--- src/rtl/ipu_frame_sched_if.sv ---
// Signal bundle between the frame scheduler (master) and camera / IPU / consumer side (slave).
// CNT_W must match the scheduler's CNT_W.
interface ipu_frame_sched_if #(
  parameter int CNT_W = 16
);
  logic             iArm;
  logic             iContinuous;
  logic             iDVAL;
  logic [10:0]      iX_Cont;
  logic [10:0]      iY_Cont;
  logic             oIPU_DVAL;
  logic             oIPU_Clr;
  logic             iIPU_DVAL;
  logic [10:0]      iIPU_Row;
  logic [10:0]      iIPU_Col;
  logic             iIPU_Present;
  logic [10:0]      oRow;
  logic [10:0]      oCol;
  logic             oPresent;
  logic             oValid;
  logic             iReady;
  logic             oBusy;
  logic             oResTmo;
  logic             oTimeout;
  logic [CNT_W-1:0] oFrameCnt;

  modport master (
    input  iArm, iContinuous, iDVAL, iX_Cont, iY_Cont,
           iIPU_DVAL, iIPU_Row, iIPU_Col, iIPU_Present, iReady,
    output oIPU_DVAL, oIPU_Clr, oRow, oCol, oPresent, oValid,
           oBusy, oResTmo, oTimeout, oFrameCnt
  );

  modport slave (
    output iArm, iContinuous, iDVAL, iX_Cont, iY_Cont,
           iIPU_DVAL, iIPU_Row, iIPU_Col, iIPU_Present, iReady,
    input  oIPU_DVAL, oIPU_Clr, oRow, oCol, oPresent, oValid,
           oBusy, oResTmo, oTimeout, oFrameCnt
  );
endinterface

--- src/rtl/ipu_frame_sched.sv ---
// Frame-level capture sequencer: gates one camera frame into the IPU and returns its centroid.
// Optional start-of-frame watchdog enabled by defining WATCHDOG_EN.
//
// state      | meaning
// S_IDLE     | waiting for iArm
// S_CLEAR    | one-cycle IPU accumulator clear
// S_WAIT_SOF | waiting for pixel (0,0); SOF pixel is gated through
// S_CAPTURE  | every valid pixel gated to IPU until EOF pixel
// S_WAIT_RES | waiting up to RESULT_WAIT cycles for IPU result
// S_HOLD     | result presented, waiting for iReady
module ipu_frame_sched #(
  parameter int H_ACTIVE    = 640,
  parameter int V_ACTIVE    = 480,
  parameter int RESULT_WAIT = 64,
`ifdef WATCHDOG_EN
  parameter int TIMEOUT_CYCLES = 2000000,
`endif
  parameter int CNT_W       = 16
) (
  input logic               iCLK,
  input logic               iRST,
  ipu_frame_sched_if.master bus
);
  localparam int RW_W = (RESULT_WAIT > 1) ? $clog2(RESULT_WAIT) : 1;
  localparam logic [RW_W-1:0] RW_LOAD = RW_W'(RESULT_WAIT - 1);

  typedef enum logic [2:0] {
    S_IDLE, S_CLEAR, S_WAIT_SOF, S_CAPTURE, S_WAIT_RES, S_HOLD
  } state_t;

  state_t           state, state_nxt;
  logic             sof, eof, gate;
  logic             arm_go, eof_hit, res_hit, res_tmo;
  logic [RW_W-1:0]  rw_cnt;
  logic [CNT_W-1:0] frame_cnt;
  logic [10:0]      row_q, col_q;
  logic             present_q, res_tmo_q;

`ifdef WATCHDOG_EN
  localparam int TO_W = (TIMEOUT_CYCLES > 1) ? $clog2(TIMEOUT_CYCLES) : 1;
  localparam logic [TO_W-1:0] TO_LOAD = TO_W'(TIMEOUT_CYCLES - 1);
  logic [TO_W-1:0] wd_cnt;
  logic            wd_fire;
  logic            timeout_q;
`endif

  assign sof = bus.iDVAL && (bus.iX_Cont == 11'd0) && (bus.iY_Cont == 11'd0);
  assign eof = bus.iDVAL && (bus.iX_Cont == 11'(H_ACTIVE - 1))
                         && (bus.iY_Cont == 11'(V_ACTIVE - 1));

  always_ff @(posedge iCLK) begin
    if (iRST) state <= S_IDLE;
    else      state <= state_nxt;
  end

  always_comb begin
    state_nxt = state;
    gate      = 1'b0;
    arm_go    = 1'b0;
    eof_hit   = 1'b0;
    res_hit   = 1'b0;
    res_tmo   = 1'b0;
`ifdef WATCHDOG_EN
    wd_fire   = 1'b0;
`endif
    case (state)
      S_IDLE: begin
        if (bus.iArm) begin
          arm_go    = 1'b1;
          state_nxt = S_CLEAR;
        end
      end
      S_CLEAR: state_nxt = S_WAIT_SOF;
      S_WAIT_SOF: begin
        gate = sof;
        if (sof) state_nxt = S_CAPTURE;
`ifdef WATCHDOG_EN
        else if (wd_cnt == '0) begin
          wd_fire   = 1'b1;
          state_nxt = S_IDLE;
        end
`endif
      end
      S_CAPTURE: begin
        gate = 1'b1;
        if (eof) begin
          eof_hit   = 1'b1;
          state_nxt = S_WAIT_RES;
        end
      end
      S_WAIT_RES: begin
        // a result in the final wait cycle still wins over the timeout
        if (bus.iIPU_DVAL) begin
          res_hit   = 1'b1;
          state_nxt = S_HOLD;
        end else if (rw_cnt == '0) begin
          res_tmo   = 1'b1;
          state_nxt = S_HOLD;
        end
      end
      S_HOLD: begin
        if (bus.iReady) state_nxt = bus.iContinuous ? S_CLEAR : S_IDLE;
      end
      default: state_nxt = S_IDLE;
    endcase
  end

  always_ff @(posedge iCLK) begin
    if (iRST) begin
      rw_cnt    <= '0;
      frame_cnt <= '0;
      row_q     <= '0;
      col_q     <= '0;
      present_q <= 1'b0;
      res_tmo_q <= 1'b0;
    end else begin
      if (arm_go) res_tmo_q <= 1'b0;
      if (eof_hit) begin
        frame_cnt <= frame_cnt + 1'b1;
        rw_cnt    <= RW_LOAD;
      end else if (state == S_WAIT_RES && rw_cnt != '0) begin
        rw_cnt <= rw_cnt - 1'b1;
      end
      if (res_hit) begin
        row_q     <= bus.iIPU_Row;
        col_q     <= bus.iIPU_Col;
        present_q <= bus.iIPU_Present;
      end else if (res_tmo) begin
        row_q     <= '0;
        col_q     <= '0;
        present_q <= 1'b0;
        res_tmo_q <= 1'b1;
      end
    end
  end

`ifdef WATCHDOG_EN
  always_ff @(posedge iCLK) begin
    if (iRST) begin
      wd_cnt    <= '0;
      timeout_q <= 1'b0;
    end else begin
      // reload everywhere outside WAIT_SOF so each wait starts from the full limit
      if (state != S_WAIT_SOF)  wd_cnt <= TO_LOAD;
      else if (wd_cnt != '0)    wd_cnt <= wd_cnt - 1'b1;
      if (arm_go)       timeout_q <= 1'b0;
      else if (wd_fire) timeout_q <= 1'b1;
    end
  end
  assign bus.oTimeout = timeout_q;
`else
  assign bus.oTimeout = 1'b0;
`endif

  assign bus.oIPU_DVAL = bus.iDVAL && gate;
  assign bus.oIPU_Clr  = (state == S_CLEAR);
  assign bus.oBusy     = (state != S_IDLE);
  assign bus.oValid    = (state == S_HOLD);
  assign bus.oRow      = row_q;
  assign bus.oCol      = col_q;
  assign bus.oPresent  = present_q;
  assign bus.oResTmo   = res_tmo_q;
  assign bus.oFrameCnt = frame_cnt;
endmodule
--- src/flat_wrapper.sv ---
// flat-port wrapper written by rule: the top's interface ports become plain ports
module ipu_frame_sched_flat 
#(
  parameter int H_ACTIVE    = 640,
  parameter int V_ACTIVE    = 480,
  parameter int RESULT_WAIT = 64,

  parameter int CNT_W       = 16
)
  (iCLK, iRST, bus_iArm, bus_iContinuous, bus_iDVAL, bus_iX_Cont, bus_iY_Cont, bus_iIPU_DVAL, bus_iIPU_Row, bus_iIPU_Col, bus_iIPU_Present, bus_iReady, bus_oIPU_DVAL, bus_oIPU_Clr, bus_oRow, bus_oCol, bus_oPresent, bus_oValid, bus_oBusy, bus_oResTmo, bus_oTimeout, bus_oFrameCnt);
  ipu_frame_sched_if #(.CNT_W(CNT_W)) bus_i ();
  input logic iCLK;
  input logic iRST;
  input wire logic [$bits(bus_i.iArm)-1:0] bus_iArm;
  input wire logic [$bits(bus_i.iContinuous)-1:0] bus_iContinuous;
  input wire logic [$bits(bus_i.iDVAL)-1:0] bus_iDVAL;
  input wire logic [$bits(bus_i.iX_Cont)-1:0] bus_iX_Cont;
  input wire logic [$bits(bus_i.iY_Cont)-1:0] bus_iY_Cont;
  input wire logic [$bits(bus_i.iIPU_DVAL)-1:0] bus_iIPU_DVAL;
  input wire logic [$bits(bus_i.iIPU_Row)-1:0] bus_iIPU_Row;
  input wire logic [$bits(bus_i.iIPU_Col)-1:0] bus_iIPU_Col;
  input wire logic [$bits(bus_i.iIPU_Present)-1:0] bus_iIPU_Present;
  input wire logic [$bits(bus_i.iReady)-1:0] bus_iReady;
  output wire logic [$bits(bus_i.oIPU_DVAL)-1:0] bus_oIPU_DVAL;
  output wire logic [$bits(bus_i.oIPU_Clr)-1:0] bus_oIPU_Clr;
  output wire logic [$bits(bus_i.oRow)-1:0] bus_oRow;
  output wire logic [$bits(bus_i.oCol)-1:0] bus_oCol;
  output wire logic [$bits(bus_i.oPresent)-1:0] bus_oPresent;
  output wire logic [$bits(bus_i.oValid)-1:0] bus_oValid;
  output wire logic [$bits(bus_i.oBusy)-1:0] bus_oBusy;
  output wire logic [$bits(bus_i.oResTmo)-1:0] bus_oResTmo;
  output wire logic [$bits(bus_i.oTimeout)-1:0] bus_oTimeout;
  output wire logic [$bits(bus_i.oFrameCnt)-1:0] bus_oFrameCnt;
  assign bus_i.iArm = bus_iArm;
  assign bus_i.iContinuous = bus_iContinuous;
  assign bus_i.iDVAL = bus_iDVAL;
  assign bus_i.iX_Cont = bus_iX_Cont;
  assign bus_i.iY_Cont = bus_iY_Cont;
  assign bus_i.iIPU_DVAL = bus_iIPU_DVAL;
  assign bus_i.iIPU_Row = bus_iIPU_Row;
  assign bus_i.iIPU_Col = bus_iIPU_Col;
  assign bus_i.iIPU_Present = bus_iIPU_Present;
  assign bus_i.iReady = bus_iReady;
  assign bus_oIPU_DVAL = bus_i.oIPU_DVAL;
  assign bus_oIPU_Clr = bus_i.oIPU_Clr;
  assign bus_oRow = bus_i.oRow;
  assign bus_oCol = bus_i.oCol;
  assign bus_oPresent = bus_i.oPresent;
  assign bus_oValid = bus_i.oValid;
  assign bus_oBusy = bus_i.oBusy;
  assign bus_oResTmo = bus_i.oResTmo;
  assign bus_oTimeout = bus_i.oTimeout;
  assign bus_oFrameCnt = bus_i.oFrameCnt;
  ipu_frame_sched #(.H_ACTIVE(H_ACTIVE), .V_ACTIVE(V_ACTIVE), .RESULT_WAIT(RESULT_WAIT), .CNT_W(CNT_W)) u_core (.iCLK(iCLK), .iRST(iRST), .bus(bus_i));
endmodule
--- config.mk ---
export PLATFORM = sky130hd
export DESIGN_NAME = ipu_frame_sched_flat
export DESIGN_NICKNAME = d
export VERILOG_FILES = /design/src/rtl/ipu_frame_sched_if.sv /design/src/rtl/ipu_frame_sched.sv /design/src/flat_wrapper.sv
export SDC_FILE = /design/constraint.sdc
export NUM_CORES = 1
export LEC_CHECK = 0
export CAP_MARGIN = 10
export CORE_MARGIN = 2
export CORE_UTILIZATION = 45
export CTS_BUF_LIST = sky130_fd_sc_hd__clkbuf_16
export DETAILED_ROUTE_END_ITERATION = 10
export GPL_TIMING_DRIVEN = 1
export PLACE_DENSITY = 0.85
export SYNTH_ARGS = -nofsm -noshare
export SYNTH_HDL_FRONTEND = slang
export SYNTH_SLANG_ARGS = --single-unit
--- constraint.sdc ---
create_clock -name iCLK -period 4.7 [get_ports iCLK]
set_input_delay 0.94 -clock iCLK [delete_from_list [all_inputs] [get_ports iCLK]]
set_output_delay 0.94 -clock iCLK [all_outputs]
set_load 0.005 [all_outputs]
# Word level (Yosys, flattened, before mapping)
# Index checks and enable logic that the tools add are counted.
[word_totals] ff_bits=49 inputBits=52 out_inout_bits=45 elab_cells=64
[classes] addsub=2 eq_ne=12 mux=28 reduce_logical=15
[ops] operator="11-bit 2-to-1 mux" count=3
[ops] operator="11-bit logical NOT" count=2
[ops] operator="3-bit 2-to-1 mux" count=6
[ops] operator="3-bit one-hot mux with 6 select lines" count=1
[ops] operator="16-bit by 1-bit adder with 16-bit output (second input constant)" count=1
[ops] operator="1-bit 2-to-1 mux" count=15
[ops] operator="6-bit 2-to-1 mux" count=2
[ops] operator="11-bit by 10-bit == test with 1-bit output (second input constant)" count=1
[ops] operator="11-bit by 9-bit == test with 1-bit output (second input constant)" count=1
[ops] operator="3-bit by 2-bit == test with 1-bit output (second input constant)" count=2
[ops] operator="3-bit == test (second input constant)" count=2
[ops] operator="1-bit logical AND" count=6
[ops] operator="6-bit logical NOT" count=1
[ops] operator="6-bit nonzero test" count=1
[ops] operator="6-bit by 1-bit subtractor with 6-bit output (second input constant)" count=1
[ops] operator="5-bit AND reduction" count=1
[ops] operator="2-bit by 1-bit != test with 1-bit output (second input constant)" count=2
[ops] operator="2-bit != test (second input constant)" count=2
[ops] operator="2-bit nonzero test" count=2
[ops] operator="3-bit by 1-bit == test with 1-bit output (second input constant)" count=1
[ops] operator="3-bit logical NOT" count=1
[ops] operator="3-bit by 2-bit != test with 1-bit output (second input constant)" count=1
[ops] operator="3-bit nonzero test" count=1
[ops] operator="1-bit one-hot mux with 2 select lines" count=1

# Depth between registers and ports, before layout
[logic_depth] word_depth=6 ltp_mapped=8 mapped_depth_nobuf=6

# Worst setup path before layout
# No wires, ideal clock.
[synth_timing] path_kind="input -> register" start="in bus_iY_Cont[5]" end="reg u_core.frame_cnt[11] (netlist: u_core.bus.oFrameCnt[11])" setup_ns=0.123 t_arrival_ns=2.780 t_required_ns=4.577 setup_slack_ns=1.797 cell_stages=5 n_path_buf=0 cell_sequence="or4b_4 > nor4_4 > nand2_1 > or4_1 > mux2_1"
[synth_between] elab_chain_cells=4
[synth_rtl] element="start: declaration" line="flat_wrapper.sv:18" rtl="input wire logic [$bits(bus_i.iY_Cont)-1:0] bus_iY_Cont;"
[synth_rtl] element="11-bit by 9-bit == test with 1-bit output" line="ipu_frame_sched.sv:49" rtl="&& (bus.iY_Cont == 11'(V_ACTIVE - 1));"
[synth_rtl] element="1-bit logical AND" line="ipu_frame_sched.sv:49"
[synth_rtl] element="1-bit 2-to-1 mux" line="ipu_frame_sched.sv:86" rtl="if (eof) begin"
[synth_rtl] element="1-bit 2-to-1 mux" line="ipu_frame_sched.sv:66" rtl="case (state)"
[synth_rtl] element="end signal: assignment" line="ipu_frame_sched.sv:119" rtl="frame_cnt <= frame_cnt + 1'b1;"
[synth_rtl] element="end: declaration" line="ipu_frame_sched.sv:35" rtl="logic [CNT_W-1:0] frame_cnt;"
# Every way passes these cells.
# A chain may end at the register's enable or synchronous reset.

# Worst setup path in the final report
[layout_timing] start="in bus_iDVAL" end="out bus_oIPU_DVAL"
[layout_between] elab_chain_cells=4
[layout_rtl] element="start: declaration" line="flat_wrapper.sv:16" rtl="input wire logic [$bits(bus_i.iDVAL)-1:0] bus_iDVAL;"
[layout_rtl] element="1-bit logical AND (2 in a row)" line="ipu_frame_sched.sv:47" rtl="assign sof = bus.iDVAL && (bus.iX_Cont == 11'd0) && (bus.iY_Cont == 11'd0);"
[layout_rtl] element="1-bit one-hot mux with 2 select lines" line="ipu_frame_sched.sv:66"
[layout_rtl] element="1-bit logical AND (*)" line="ipu_frame_sched.sv:155" rtl="assign bus.oIPU_DVAL = bus.iDVAL && gate;"
[layout_rtl] element="end: declaration" line="flat_wrapper.sv:24" rtl="output wire logic [$bits(bus_i.oIPU_DVAL)-1:0] bus_oIPU_DVAL;"
# Every way passes the cells marked *; elsewhere a longest branch is shown, timed or not.

==> metrics.csv <==
metric;value;unit
leakage;1.14;nW
slowest_stage;clkdlybuf4s50_1;
die_h;74.4;µm
powerDensity;279;nW/µm²
max_freq;264;MHz
hold_class;reg -> reg;
avgSynthCellArea;8.55;µm²
portBuffers;95;
grt_first_pass_wirelength;9.23;mm
initial_core_util;46.9;%
cpPeakStageDelay;0.50;ns
ys_seq_area_share;43.9;%
routed_wl;5.76;mm
fin_cells;414;
layout.nets;401;
htreeDepth;2;
layout-area-overhead-vs-synth;51.2;%
finalClockSkew;0.00679;ns
antenna_found_initial;0;
crit_path_start;bus_iDVAL;
gp_congestion;0.726;
drive_above_1_share;5.48;%
post-route-cell-area;3370;µm²
die_area;5540;µm²
syn_inst;261;
ys_ff_latch;49;
start_kind;primary input;
end_kind;primary output;
ys_warn_count;0;
drv_cap;0;
timing.slew.headroom;34.0;%
clkTransAtPathRegs;0.06;ns
layout_min_cycle_time;3.79;ns
cts_hold_buf;0;
tightestPinTransition;0.990;ns
timing.hold.ws;0.492;ns
diodes;0;
via_per_inst;5.46;
vdd_drop_max;0.224;mV
synth_area;2230;µm²
cts.repair.resized;0;
drt_iter0_drc;96;
setup_viol;0;
min_period_over_period;80.6;%
worstSetupPathType;in -> out;
grt_overflow;0;
clk_latency;0.29;ns
timing.rr.start;u_core.state[0]$_SDFFE_PP0P_;
cts_buffer_depth;2;
status;finished, final reports clean;
cts_root_buf;clkbuf_16;
vias;2260;
synth-async-reset-ratio;0;%
drt_first_pass_iters;4;
rsz0062_at_grt;no;
synth_cell_types;38;
synth_edf_count;0;
chipWidth;74.4;µm
path_cells;clkdlybuf4s50_1, or4b_4, nor3_1, nor2_1, nor2_1, clkdlybuf4s50_1;
cp_data_arrival_time;2.85;ns
fin_setup_tns;0;ns
placed_area;3200;µm²
path_max_fanout;2;
synth_nets;316;
ios;97;
worstPathRequired;3.76;ns
grt_pass1_vias;2158;
grt_start_max_net_pins;57;
post-place-cells;406;
tritoncts;built;
dpl.hpwl;4.07;mm
wl_per_cell;13.9;µm
grtUsageTotal;21.3;%
coreArea;4750;µm²
synthFlopType;dfxtp_1;
fin_util;71.0;%
finalMaxSlewViolations;0;
hp-start;u_core.bus.oResTmo$_SDFF_PP0_;
timing.final.hold_violations;0;
post-route-drc-count;0;
rows;25;
ant_nets;0;
cts.sink_count;49;
postCtsSetupBuffers;0;
cts-buffers-inserted;5;
==> state kept, by name, summed over array words and instances (netlist names) <==
signal,flops
u_core.bus.oCol,11
u_core.bus.oPresent,1
u_core.bus.oResTmo,1
u_core.state,3
u_core.rw_cnt,6
u_core.bus.oRow,11
u_core.bus.oFrameCnt,16
==> per-stage QoR <==
step / worst slack, ns / total power (W)
after floorplan: 1.80 / 0.000469
after global placement: 0.911 / 0.000528
after detailed placement: 0.904 / 0.000529
after CTS: 0.898 / 0.000944
after global routing: 0.810 / 0.000970
final: 0.914 / 0.000942
==> Yosys cell counts, types with 2 or more instances <==
| cell type | number | share of area (%) |
|---|---|---|
| a21oi_1 | 14 | 3.1 |
| a22oi_1 | 24 | 8.1 |
| buf_1 | 3 | 0.50 |
| clkbuf_1 | 15 | 2.5 |
| dfxtp_1 | 49 | 44 |
| ha_1 | 3 | 1.7 |
| inv_1 | 4 | 0.67 |
| mux2_2 | 5 | 2.5 |
| nand2_1 | 12 | 2.0 |
| nand2b_1 | 2 | 0.56 |
| nand3_1 | 6 | 1.3 |
| nand4_1 | 16 | 4.5 |
| nor2_1 | 39 | 6.6 |
| nor2b_1 | 9 | 2.5 |
| nor3_1 | 6 | 1.3 |
| nor4_1 | 10 | 2.8 |
| o21ai_0 | 6 | 1.3 |
| o31ai_1 | 4 | 1.3 |
| or3_1 | 6 | 1.7 |
| or4_1 | 6 | 2.0 |
| xor2_1 | 5 | 2.0 |
==> layer usage <==
metal / global-route usage, % / wire length, µm
met1: 24.0 / 2380
met4: 6.35 / 62
met5: 0 / 0
met2: 35.1 / 2550
met3: 11.4 / 763
==> final cells by class <==
| cell class | count | area (µm²) |
|---|---|---|
| fillers | 409 | 1380 |
| clock buffers | 5 | 125 |
| multi-input cells | 189 | 1160 |
| inverters | 4 | 15.0 |
| clock inverters | 3 | 47.5 |
| well taps | 67 | 83.8 |
| repair buffers | 97 | 961 |
| flip-flops and latches | 49 | 981 |
==> final timing paths <==
path | cells past startpoint | end | slack [ns]
worst max register to register | 5 | u_core.bus.oFrameCnt[11]$_SDFFE_PP0P_ | 2.36
worst min-delay path | 2 | u_core.bus.oResTmo$_SDFF_PP0_ | 0.49
worst max-delay path | 6 | bus_oIPU_DVAL | 0.91
worst min register to register | 2 | u_core.bus.oResTmo$_SDFF_PP0_ | 0.49
==> worst max-delay path, delay by kind of cell <==
kind / cells / cell delay, ns
and+or+nand+nor: 4 / 0.94
buffers and inverters: 2 / 0.97
==> cells by family (layout without fill, tap and decap cells) <==
family,after synthesis,count (layout),synth area share [%]
other cells,1,1,0.168
simple gates,120,120,29.0
flops,49,49,43.9
compound gates,52,52,15.3
buf+inv,23,109,4.04
xor+xnor,6,6,2.35
mux,7,7,3.48
fa+ha+maj,3,3,1.68
==> placed cells by master, fill, tap and decap left out, types with 2 or more instances in the layout <==
| master | synthesis | layout |
|---|---|---|
| mux2_2 | 5 | 5 |
| nor2b_1 | 9 | 9 |
| a21oi_1 | 14 | 14 |
| o31ai_1 | 4 | 4 |
| nand4_1 | 16 | 16 |
| nand3_1 | 6 | 6 |
| inv_6 | 0 | 2 |
| xor2_1 | 5 | 5 |
| o21ai_0 | 6 | 6 |
| buf_4 | 1 | 2 |
| nor4_1 | 10 | 10 |
| or4_1 | 6 | 6 |
| a22oi_1 | 24 | 24 |
| clkdlybuf4s50_1 | 0 | 94 |
| dfxtp_1 | 49 | 49 |
| nand2_1 | 12 | 12 |
| nor2_1 | 39 | 39 |
| or3_1 | 6 | 6 |
| nor3_1 | 6 | 6 |
| nand2b_1 | 2 | 2 |
| clkbuf_16 | 0 | 5 |
| ha_1 | 3 | 3 |
| inv_1 | 4 | 4 |
==> power breakdown <==
group | switching, W | total, W | internal, W | leakage [nW]
clock | 0.000167 | 0.000422 | 0.000255 | 0.0848
combinational | 0.0000351 | 0.0000933 | 0.0000582 | 0.664
sequential | 0.00000744 | 0.000427 | 0.000419 | 0.395
total | 0.000209 | 0.000942 | 0.000733 | 1.14
Note: power is estimated with default switching activity, not from simulation.
==> RTL change, RTL diff (config.mk and constraints unchanged) <==
The 6 states of `state_t` get a Gray code encoding in 3 bits.
--- a/src/rtl/ipu_frame_sched.sv
+++ b/src/rtl/ipu_frame_sched.sv
@@ -26,5 +26,5 @@
 
   typedef enum logic [2:0] {
-    S_IDLE, S_CLEAR, S_WAIT_SOF, S_CAPTURE, S_WAIT_RES, S_HOLD
+    S_IDLE = 3'b000, S_CLEAR = 3'b001, S_WAIT_SOF = 3'b011, S_CAPTURE = 3'b010, S_WAIT_RES = 3'b110, S_HOLD = 3'b111
   } state_t;
 
Function: same outputs for any inputs over 10 cycles, from zero or initial values and one cycle with iRST high; not proved beyond that.
==> RTL change against the unedited design <==
Synthesized area decreased by 3.0%; worst setup slack worse by 0.15 ns; critical endpoint unchanged; largest power group unchanged; final area down 3.2%; register-to-register slack gained 0.12 ns; power fell by 11%; routed wire length down 2.0%; sequential power down 1%; sequential cell count is the same; synthesized cell count decreased by 2.7%.
==> RTL change: results (changes against the unedited design) <==
synthesis:
  synth_xor_area_share_pct: 2.02  # -0.33 points
  ys.warnings.count: 0  # unchanged
  ys_seq_area_share_pct: 45.3  # +1.4 points
  syn_nets: 309  # -2.2%
  synthTopCellsByCount: "dfxtp_1, nor2_1, a22oi_1, a21oi_1, clkbuf_1"
  synthTopCellsByArea: "dfxtp_1, a22oi_1, nor2_1"
  synth_compound_area_share_pct: 19.2  # +3.9 points
  synthAdderAreaFrac_pct: 1.73  # +0.052 points
  synthMuxAreaShare_pct: 0.925  # -2.6 points
placement:
  gp_congestion: 0.818  # +13%
  post-place-ws_ns: 0.732  # -0.172 ns
  dp_hpwl_mm: 4.07  # about the same
  placed_area_um2: 3130  # -2.4%
cts:
  cts_buffers: 5  # unchanged
  clk_pin_slew_ns: 0.06  # about the same
grt:
  grt_use_total_pct: 21.3  # -0.022 points
  grt_max_degree: 50  # -12%
  grt_pass1_wl_mm: 9.05  # -2.0%
  grt_pass1_vias: 2125  # -1.5%
run_status:
  status: "complete, no violations"
min_path:
  holdPathEnd: "u_core.bus.oFrameCnt[15]"
  worst_hold_path_type: "register to register"
  worstHoldStart: "u_core.bus.oFrameCnt[15]"
power_and_ir_drop:
  peakVddDrop_v: 0.000228  # +1.5%
  internal-power_w: 0.000661  # -9.8%
  static-leakage-power_nw: 1.10  # -3.9%
drt:
  first_iter_violations: 88  # -8.3%
  num_vias: 2205  # -2.4%
  routedWlPerCell_um: 14.3  # +2.7%
timing:
  tns_ns: 0  # unchanged
  fin_skew_ns: 0.00385  # -0.00294 ns
  tightestPinTransition_ns: 0.946  # -0.0444 ns
  holdWs_ns: 0.486  # -0.00620 ns
  worst_slack_ns: 0.759  # -0.154 ns
setup_path:
  arrival_ns: 3.00  # +0.15 ns
  ff2ff_path_depth: 4  # -1
  reg2reg_to: "u_core.bus.oFrameCnt[15]"
  rrSetupSlack_ns: 2.48  # +0.12 ns
  crit_fanout: 6  # +4
  startpoint: "bus_iY_Cont[5]"
final_layout:
  num_antenna_cells: 0  # unchanged
  layout.nets: 395  # -1.5%
  fill_cells: 374  # -8.6%
  drive_gt1_share_pct: 4.11  # -1.4 points
  largest_reg_flops: 16  # unchanged
-- RTL change: cell types whose count changed in the layout (fill, tap and decap cells not counted), sizes merged, moves of 3 or more --
| cell | delta |
|---|---|
| a21oi | +9 |
| and3 | +3 |
| mux2 | -6 |
| nand2 | -3 |
| nand3 | +4 |
| nand4 | -8 |
| nor2 | -4 |
| nor2b | -7 |
| nor4 | -5 |
| o21ai | +5 |
| or3 | +3 |
| xor2 | -3 |
-- RTL change: routing by layer --
metal,up-vias,track usage [%],share of wire [%],wire (um)
met4,0,7.27,1.4,80
met1,1019,23.5,41,2330
met2,80,38.4,49,2790
met5,-,0,0,0
met3,6,6.72,7.7,437
li1,1100,-,-,-
-- RTL change: through the flow --
step | total power (W) | utilization (%) | cells
detailed placement | 0.000504 | 66.6 | 387
CTS | 0.000847 | 69.7 | 395
finish | 0.000838 | 69.7 | 395
global placement | 0.000503 | 66.6 | 387
floorplan | 0.000449 | - | 254
global route | 0.000870 | 69.7 | 395
-- RTL change: worst max-delay path, stage by stage --
cell and delay (ns):
clkdlybuf4s50_1 0.42, or4b_4 0.56, nor4_4 0.28, nand2_1 0.12
a21oi_1 0.16, clkdlybuf4s50_1 0.51
-- RTL change: power groups by stage --
stage | registers (W) | clock network, W | logic [W]
floorplan | 0.000427 | 0 | 0.0000225
global placement | 0.000431 | 0 | 0.0000721
detailed placement | 0.000431 | 0 | 0.0000734
CTS | 0.000421 | 0.000352 | 0.0000737
global route | 0.000422 | 0.000369 | 0.0000791
finish | 0.000421 | 0.000343 | 0.0000734
-- RTL change: layout make-up --
type / count / area share [%]
tap: 54 / 2.07
sequential: 49 / 30.0
clock buffer: 5 / 3.83
clock inverter: 3 / 0.536
timing repair buffer: 96 / 29.3
multi-input combinational: 180 / 33.3
inverter: 8 / 0.919
